<file path="src/rtl/axis_output_sink_pkg.sv">
// Shared types and helpers for the AXI-Stream output sink: FSM encoding,
// lane-count derivation and lowest-set-bit search.
package axis_output_sink_pkg;

  typedef enum logic [1:0] {
    ST_IDLE  = 2'd0,
    ST_RECV  = 2'd1,
    ST_DRAIN = 2'd2,
    ST_DONE  = 2'd3
  } sink_state_e;

  // Upper bound on lanes the lowest-set-bit search can handle.
  localparam int MAX_LANES = 32;

  function automatic int calc_lanes(input int s_width, input int w_width);
    return s_width / w_width;
  endfunction

  function automatic int idx_width(input int lanes);
    return (lanes > 1) ? $clog2(lanes) : 1;
  endfunction

  function automatic int unsigned lowest_set(input logic [MAX_LANES-1:0] v);
    int unsigned idx;
    idx = 0;
    for (int i = MAX_LANES - 1; i >= 0; i--) begin
      if (v[i]) idx = i;
    end
    return idx;
  endfunction

endpackage

</file>
<file path="src/rtl/output_sink_lane_sel.sv">
// Combinational priority select of the lowest set keep bit: returns its lane
// index, the word in that lane, the mask with that bit cleared and a last flag.
module output_sink_lane_sel
  import axis_output_sink_pkg::*;
#(
  parameter int LANES      = 4,
  parameter int WORD_WIDTH = 32,
  parameter int IDX_W      = idx_width(LANES)
) (
  input  logic [LANES-1:0]            mask,
  input  logic [LANES*WORD_WIDTH-1:0] data,
  output logic [IDX_W-1:0]            lane_idx,
  output logic [WORD_WIDTH-1:0]       word,
  output logic [LANES-1:0]            mask_rem,
  output logic                        last
);

  logic [LANES-1:0] onehot;

  always_comb begin
    lane_idx = IDX_W'(lowest_set(MAX_LANES'(mask)));
    mask_rem = mask & (mask - LANES'(1));
    onehot   = mask & ~mask_rem;
    last     = (mask_rem == '0);
    word     = '0;
    for (int i = 0; i < LANES; i++) begin
      word = word | (data[i*WORD_WIDTH +: WORD_WIDTH] & {WORD_WIDTH{onehot[i]}});
    end
  end

endmodule

</file>
<file path="src/rtl/axis_output_sink.sv">
// AXI-Stream sink that unpacks kept accumulator words into a word-addressed
// SRAM write port. Optional keep-contiguity check: OUTPUT_SINK_KEEP_CHECK_EN.
//
// state    | meaning
// ST_IDLE  | waiting for start, tready low
// ST_RECV  | accepting a beat
// ST_DRAIN | writing one kept word per cycle, tready low
// ST_DONE  | one-cycle completion pulse
module axis_output_sink
  import axis_output_sink_pkg::*;
#(
  parameter int S_DATA_WIDTH = 128,
  parameter int WORD_WIDTH   = 32,
  parameter int ADDR_WIDTH   = 10,
  parameter int LANES        = calc_lanes(S_DATA_WIDTH, WORD_WIDTH)
) (
  input  logic                    clk,
  input  logic                    rst,
  input  logic                    start,
  input  logic [ADDR_WIDTH-1:0]   base_addr,
  output logic                    s_axis_tready,
  input  logic                    s_axis_tvalid,
  input  logic                    s_axis_tlast,
  input  logic [S_DATA_WIDTH-1:0] s_axis_tdata,
  input  logic [LANES-1:0]        s_axis_tkeep,
  output logic                    mem_wr_en,
  output logic [ADDR_WIDTH-1:0]   mem_wr_addr,
  output logic [WORD_WIDTH-1:0]   mem_wr_data,
  output logic                    busy,
  output logic                    done,
  output logic [ADDR_WIDTH:0]     words_written,
  output logic                    keep_err
);

  localparam int IDX_W = idx_width(LANES);

  sink_state_e state, state_nxt;

  logic [ADDR_WIDTH-1:0]   addr_cnt;
  logic [S_DATA_WIDTH-1:0] data_r;
  logic [LANES-1:0]        rem_r;
  logic                    last_beat_r;
  logic                    last_wr_r;
  logic                    accept;
  logic                    arm;
  logic                    issue;

  logic [LANES-1:0]        sel_mask;
  logic [S_DATA_WIDTH-1:0] sel_data;
  logic [IDX_W-1:0]        sel_idx;
  logic [WORD_WIDTH-1:0]   sel_word;
  logic [LANES-1:0]        sel_rem;
  logic                    sel_last;

  assign s_axis_tready = (state == ST_RECV);
  assign busy          = (state != ST_IDLE);
  assign done          = (state == ST_DONE);
  assign accept        = s_axis_tready && s_axis_tvalid;
  assign arm           = (state == ST_IDLE) && start;

  // In RECV the first word is issued straight from the bus so writes begin the cycle after the handshake.
  assign sel_mask = (state == ST_DRAIN) ? rem_r  : s_axis_tkeep;
  assign sel_data = (state == ST_DRAIN) ? data_r : s_axis_tdata;

  output_sink_lane_sel #(
    .LANES      (LANES),
    .WORD_WIDTH (WORD_WIDTH),
    .IDX_W      (IDX_W)
  ) u_lane_sel (
    .mask     (sel_mask),
    .data     (sel_data),
    .lane_idx (sel_idx),
    .word     (sel_word),
    .mask_rem (sel_rem),
    .last     (sel_last)
  );

  always_ff @(posedge clk) begin
    if (rst) state <= ST_IDLE;
    else     state <= state_nxt;
  end

  always_comb begin
    state_nxt = state;
    issue     = 1'b0;
    case (state)
      ST_IDLE: begin
        if (start) state_nxt = ST_RECV;
      end
      ST_RECV: begin
        if (accept) begin
          if (s_axis_tkeep != '0) begin
            issue     = 1'b1;
            state_nxt = ST_DRAIN;
          end else if (s_axis_tlast) begin
            state_nxt = ST_DONE;
          end
        end
      end
      ST_DRAIN: begin
        if (last_wr_r) state_nxt = last_beat_r ? ST_DONE : ST_RECV;
        else           issue     = 1'b1;
      end
      ST_DONE: state_nxt = ST_IDLE;
      default: state_nxt = ST_IDLE;
    endcase
  end

  always_ff @(posedge clk) begin
    if (rst) begin
      addr_cnt      <= '0;
      data_r        <= '0;
      rem_r         <= '0;
      last_beat_r   <= 1'b0;
      last_wr_r     <= 1'b0;
      mem_wr_en     <= 1'b0;
      mem_wr_addr   <= '0;
      mem_wr_data   <= '0;
      words_written <= '0;
    end else begin
      mem_wr_en <= 1'b0;
      if (arm) begin
        addr_cnt      <= base_addr;
        words_written <= '0;
      end
      if (accept) begin
        data_r      <= s_axis_tdata;
        last_beat_r <= s_axis_tlast;
      end
      if (issue) begin
        mem_wr_en   <= 1'b1;
        mem_wr_addr <= addr_cnt;
        mem_wr_data <= sel_word;
        addr_cnt    <= addr_cnt + ADDR_WIDTH'(1);
        rem_r       <= sel_rem;
        last_wr_r   <= sel_last;
        if (words_written != '1) words_written <= words_written + (ADDR_WIDTH+1)'(1);
      end
    end
  end

`ifdef OUTPUT_SINK_KEEP_CHECK_EN
  logic keep_err_r;

  // A set bit above a clear one means keep is not a run of ones from lane 0.
  always_ff @(posedge clk) begin
    if (rst)
      keep_err_r <= 1'b0;
    else if (arm)
      keep_err_r <= 1'b0;
    else if (accept && ((s_axis_tkeep & (s_axis_tkeep + LANES'(1))) != '0))
      keep_err_r <= 1'b1;
  end

  assign keep_err = keep_err_r;
`else
  assign keep_err = 1'b0;
`endif

endmodule
</file>
<file path="config.mk">
export PLATFORM = sky130hd
export DESIGN_NAME = axis_output_sink
export DESIGN_NICKNAME = d
export VERILOG_FILES = /design/src/rtl/axis_output_sink_pkg.sv /design/src/rtl/output_sink_lane_sel.sv /design/src/rtl/axis_output_sink.sv
export SDC_FILE = /design/constraint.sdc
export NUM_CORES = 1
export LEC_CHECK = 0
export CAP_MARGIN = 20
export CORE_ASPECT_RATIO = 1.75
export CORE_UTILIZATION = 53
export DETAILED_ROUTE_END_ITERATION = 6
export MAX_ROUTING_LAYER = met4
export PLACE_DENSITY = 0.9
export SLEW_MARGIN = 20
export SYNTH_ARGS = -nofsm -noshare
export SYNTH_HDL_FRONTEND = slang
export SYNTH_SLANG_ARGS = --single-unit
</file>
<file path="constraint.sdc">
create_clock -name clk -period 4.9 [get_ports clk]
set_input_delay 0.98 -clock clk [delete_from_list [all_inputs] [get_ports clk]]
set_output_delay 0.98 -clock clk [all_outputs]
set_load 0.005 [all_outputs]
</file>
==> run summary <==
R2r startpoint: state[0]
Nets: 1,336
Hold-fix buffers, CTS: 0
CP delay by family, top: buffers and inverters
Placed insts: 1,345
Ys async rst share: 0%
Pwr/cell area: 435.2 nW/um2
Routability congestion estimate: 0.8943
Fillers: 1,127
Clk buf depth: 2
Worst setup EP type: flip-flop
Syn Std Cell Area: 8163 um2
CP bufs+invs: 2
Pin count of the biggest net entering global routing: 103
Number of global-route vias before repair: 8,255
I/O pin count: 205
First-pass GRT wire length: 39,570 um
Sequential-to-total area share from yosys stat: 40.96%
Clock Latency Late Sink: 0.42 ns
WP data arrival: 3.57 ns
Initial Utilization: 54.47%
Fmax: 307.4 MHz
CTS tree: built
Hold Path Cell Cnt: 2
Max FO, Critical Path: 71
Post-Layout Inst Area: 10,790 um2
Input/output buffers: 203
#FFs+latches synth: 167
Mapped Nets: 1,192
TritonCTS Buffers: 17
Commonest non-fill, non-tap cells in the layout: nand2_1, clkdlybuf4s50_1, dfxtp_1, a21oi_1, nor2_1
Fin cells: 1,378
Critical path depth in cells: 7
Hold Startpoint: data_r[37]
Die Wd: 95.82 um
Yosys warns: 0
Tcrit/Tclk final: 66.40%
Synth area leaders: dfxtp_1, nand2_1, a21oi_1, a221o_1, a221oi_2
Clock transition at path regs: 0.06 ns
Final setup viols: 0
Worst min-delay path class: flip-flop to flip-flop
Peak VDD IR: 295.8 uV
Clk root buf: clkbuf_16
Run status: finished clean
Post-CTS Setup Inserts: 0
Initial antenna violation count: 1
FF-to-FF End: mem_wr_data[1]
GRT Overall Usage: 32.53%
Total die area: 15,920 um2
Grt ovf: 0
Flop2flop setup slack: 1.66 ns
Row count: 59
Post-synth top area share: 40.96%
Die Y: 166.2 um
Detailed placement HPWL: 16,300 um
Residual DRC: 0
Yosys cell types: 55
Avg WL per Cell: 18.29 um
Crit-path slowest cell: nor3_4
Most common flop cell mapped by yosys: dfxtp_1
Setup total negative slack: 0 ns
Critical Path Start Type: input pin
Most common cell after layout, fill and taps aside: nand2_1
Final wirelength: 25,210 um
Placed inst area: 10,160 um2
Measured slew at the worst slew-check pin: 1.111 ns
Vias per cell: 6.149
Crit-path max cell delay: 0.63 ns
H-tree levels: 4
Mapped Cells: 1,037
Place WS: 1.290 ns
Clock Skews: 0.008707 ns
Avg Inst Size Synth: 7.872 um2
P&R area growth vs syn: 32.20%
Total iterations of the first detailed-routing run: 6
EDFF count, synth: 0
Slew Viols, Final: 0
Yosys top cell by area: dfxtp_1
Clock sinks: 167
Final min period: 3.253 ns
CP Data Required Time: 5.22 ns
Core area: 14,990 um2
RSZ-0062 raised after global routing: no
Cell Chain, Critical Path: clkdlybuf4s50_1, mux2_4, nor3_4, buf_4, a221o_1, a221oi_1, a211oi_1
PostCTS Resize Cnt: 0
Worst Setup Path Type: input pin to flip-flop
Slew headroom: 25.90%
Vias: 8,473
R2R depth: 8
Initial DRC count: 674
Share of layout cells above drive strength 1: 8.459%
Max cap viols: 0
Final worst slack: 1.647 ns
Leakage power: 3.922 nW
Antenna viol nets, final: 0
Hold path endpoint: data_r[37]
Final hold vios: 0
-- worst min-delay path, delay by kind of cell, from the launching register on --
kind            cells  cell delay (ns)
compound gates      1             0.05
flops               1             0.30
simple gates        1             0.05
-- how the worst max path moves through the flow --
stage	startpoint	endpoint	slack [ns]
global route	state[0]	mem_wr_data[1]	1.44
floorplan	s_axis_tkeep[1]	mem_wr_data[11]	2.60
global placement	s_axis_tkeep[1]	mem_wr_data[1]	1.32
detailed placement	s_axis_tkeep[1]	mem_wr_data[4]	1.29
CTS	state[0]	mem_wr_data[1]	1.71
finish	s_axis_tkeep[1]	mem_wr_data[1]	1.65
-- area by class of cell --
type	instances	area [um2]	share of cell area, %
multi-input combinational	739	4312	39.95
sequential	167	3343	30.98
timing repair buffer	216	2126	19.70
clock buffer	20	466.7	4.325
tap	183	229.0	2.122
clock inverter	12	162.7	1.507
inverter	40	150.1	1.391
antenna	1	2.502	0.02319
-- logic make-up after synthesis --
logic type               share of synthesized area, %
other                                         0.04594
adder cells (fa/ha/maj)                         1.349
flip-flops                                      40.96
AND/OR/NAND/NOR                                 21.90
buffers and inverters                           6.652
multiplexers                                    1.119
AO/OA/AOI/OAI                                   27.97
-- sequential cells by signal, indices dropped and copies added, names as in the netlist --
signal and flops:
data_r 96, mem_wr_addr 10, addr_cnt 10, words_written 11
mem_wr_data 32, state 2, rem_r 3, last_beat_r 1
last_wr_r 1, mem_wr_en 1
-- where the power goes --
part           switching [mW]  internal (mW)  total [mW]
clock network           0.560          0.851        1.41
registers               0.168           1.59        1.76
logic                   0.879          0.650        1.53
-- Yosys cell counts (all sizes together), types with 2 or more instances --
cell,count
nand2,295
a22o,2
buf,35
a221oi,33
nor3b,2
a221o,32
o221ai,33
a21oi,129
and3,35
nand3,12
nor4,5
or3,2
nor2,53
ha,8
nor3,9
nand4,2
o22ai,2
a31oi,5
clkbuf,56
mux2i,3
a211oi,32
and2,3
nor2b,2
inv,40
mux2,4
dfxtp,167
a311oi,6
o21ai,15
-- stage by stage --
step | power (mW) | hold slack [ns] | utilization [%]
after detailed placement | 3.272 | 0.4418 | 67.80
after floorplan | 2.685 | 0.4285 | -
after global routing | 4.914 | 0.4674 | 72.01
final | 4.696 | 0.4502 | 72.01
after global placement | 3.228 | 0.4373 | 67.80
after CTS | 4.684 | 0.4505 | 72.00
-- layer usage --
layer	GRT usage, %	share of wire [%]	vias to the layer above
met2	52.76	50	423
met4	22.52	6.7	0
met1	34.74	36	3949
li1	-	-	3960
met5	-	0	-
met3	6.273	6.8	141
Power figures use the tool's default switching activity.
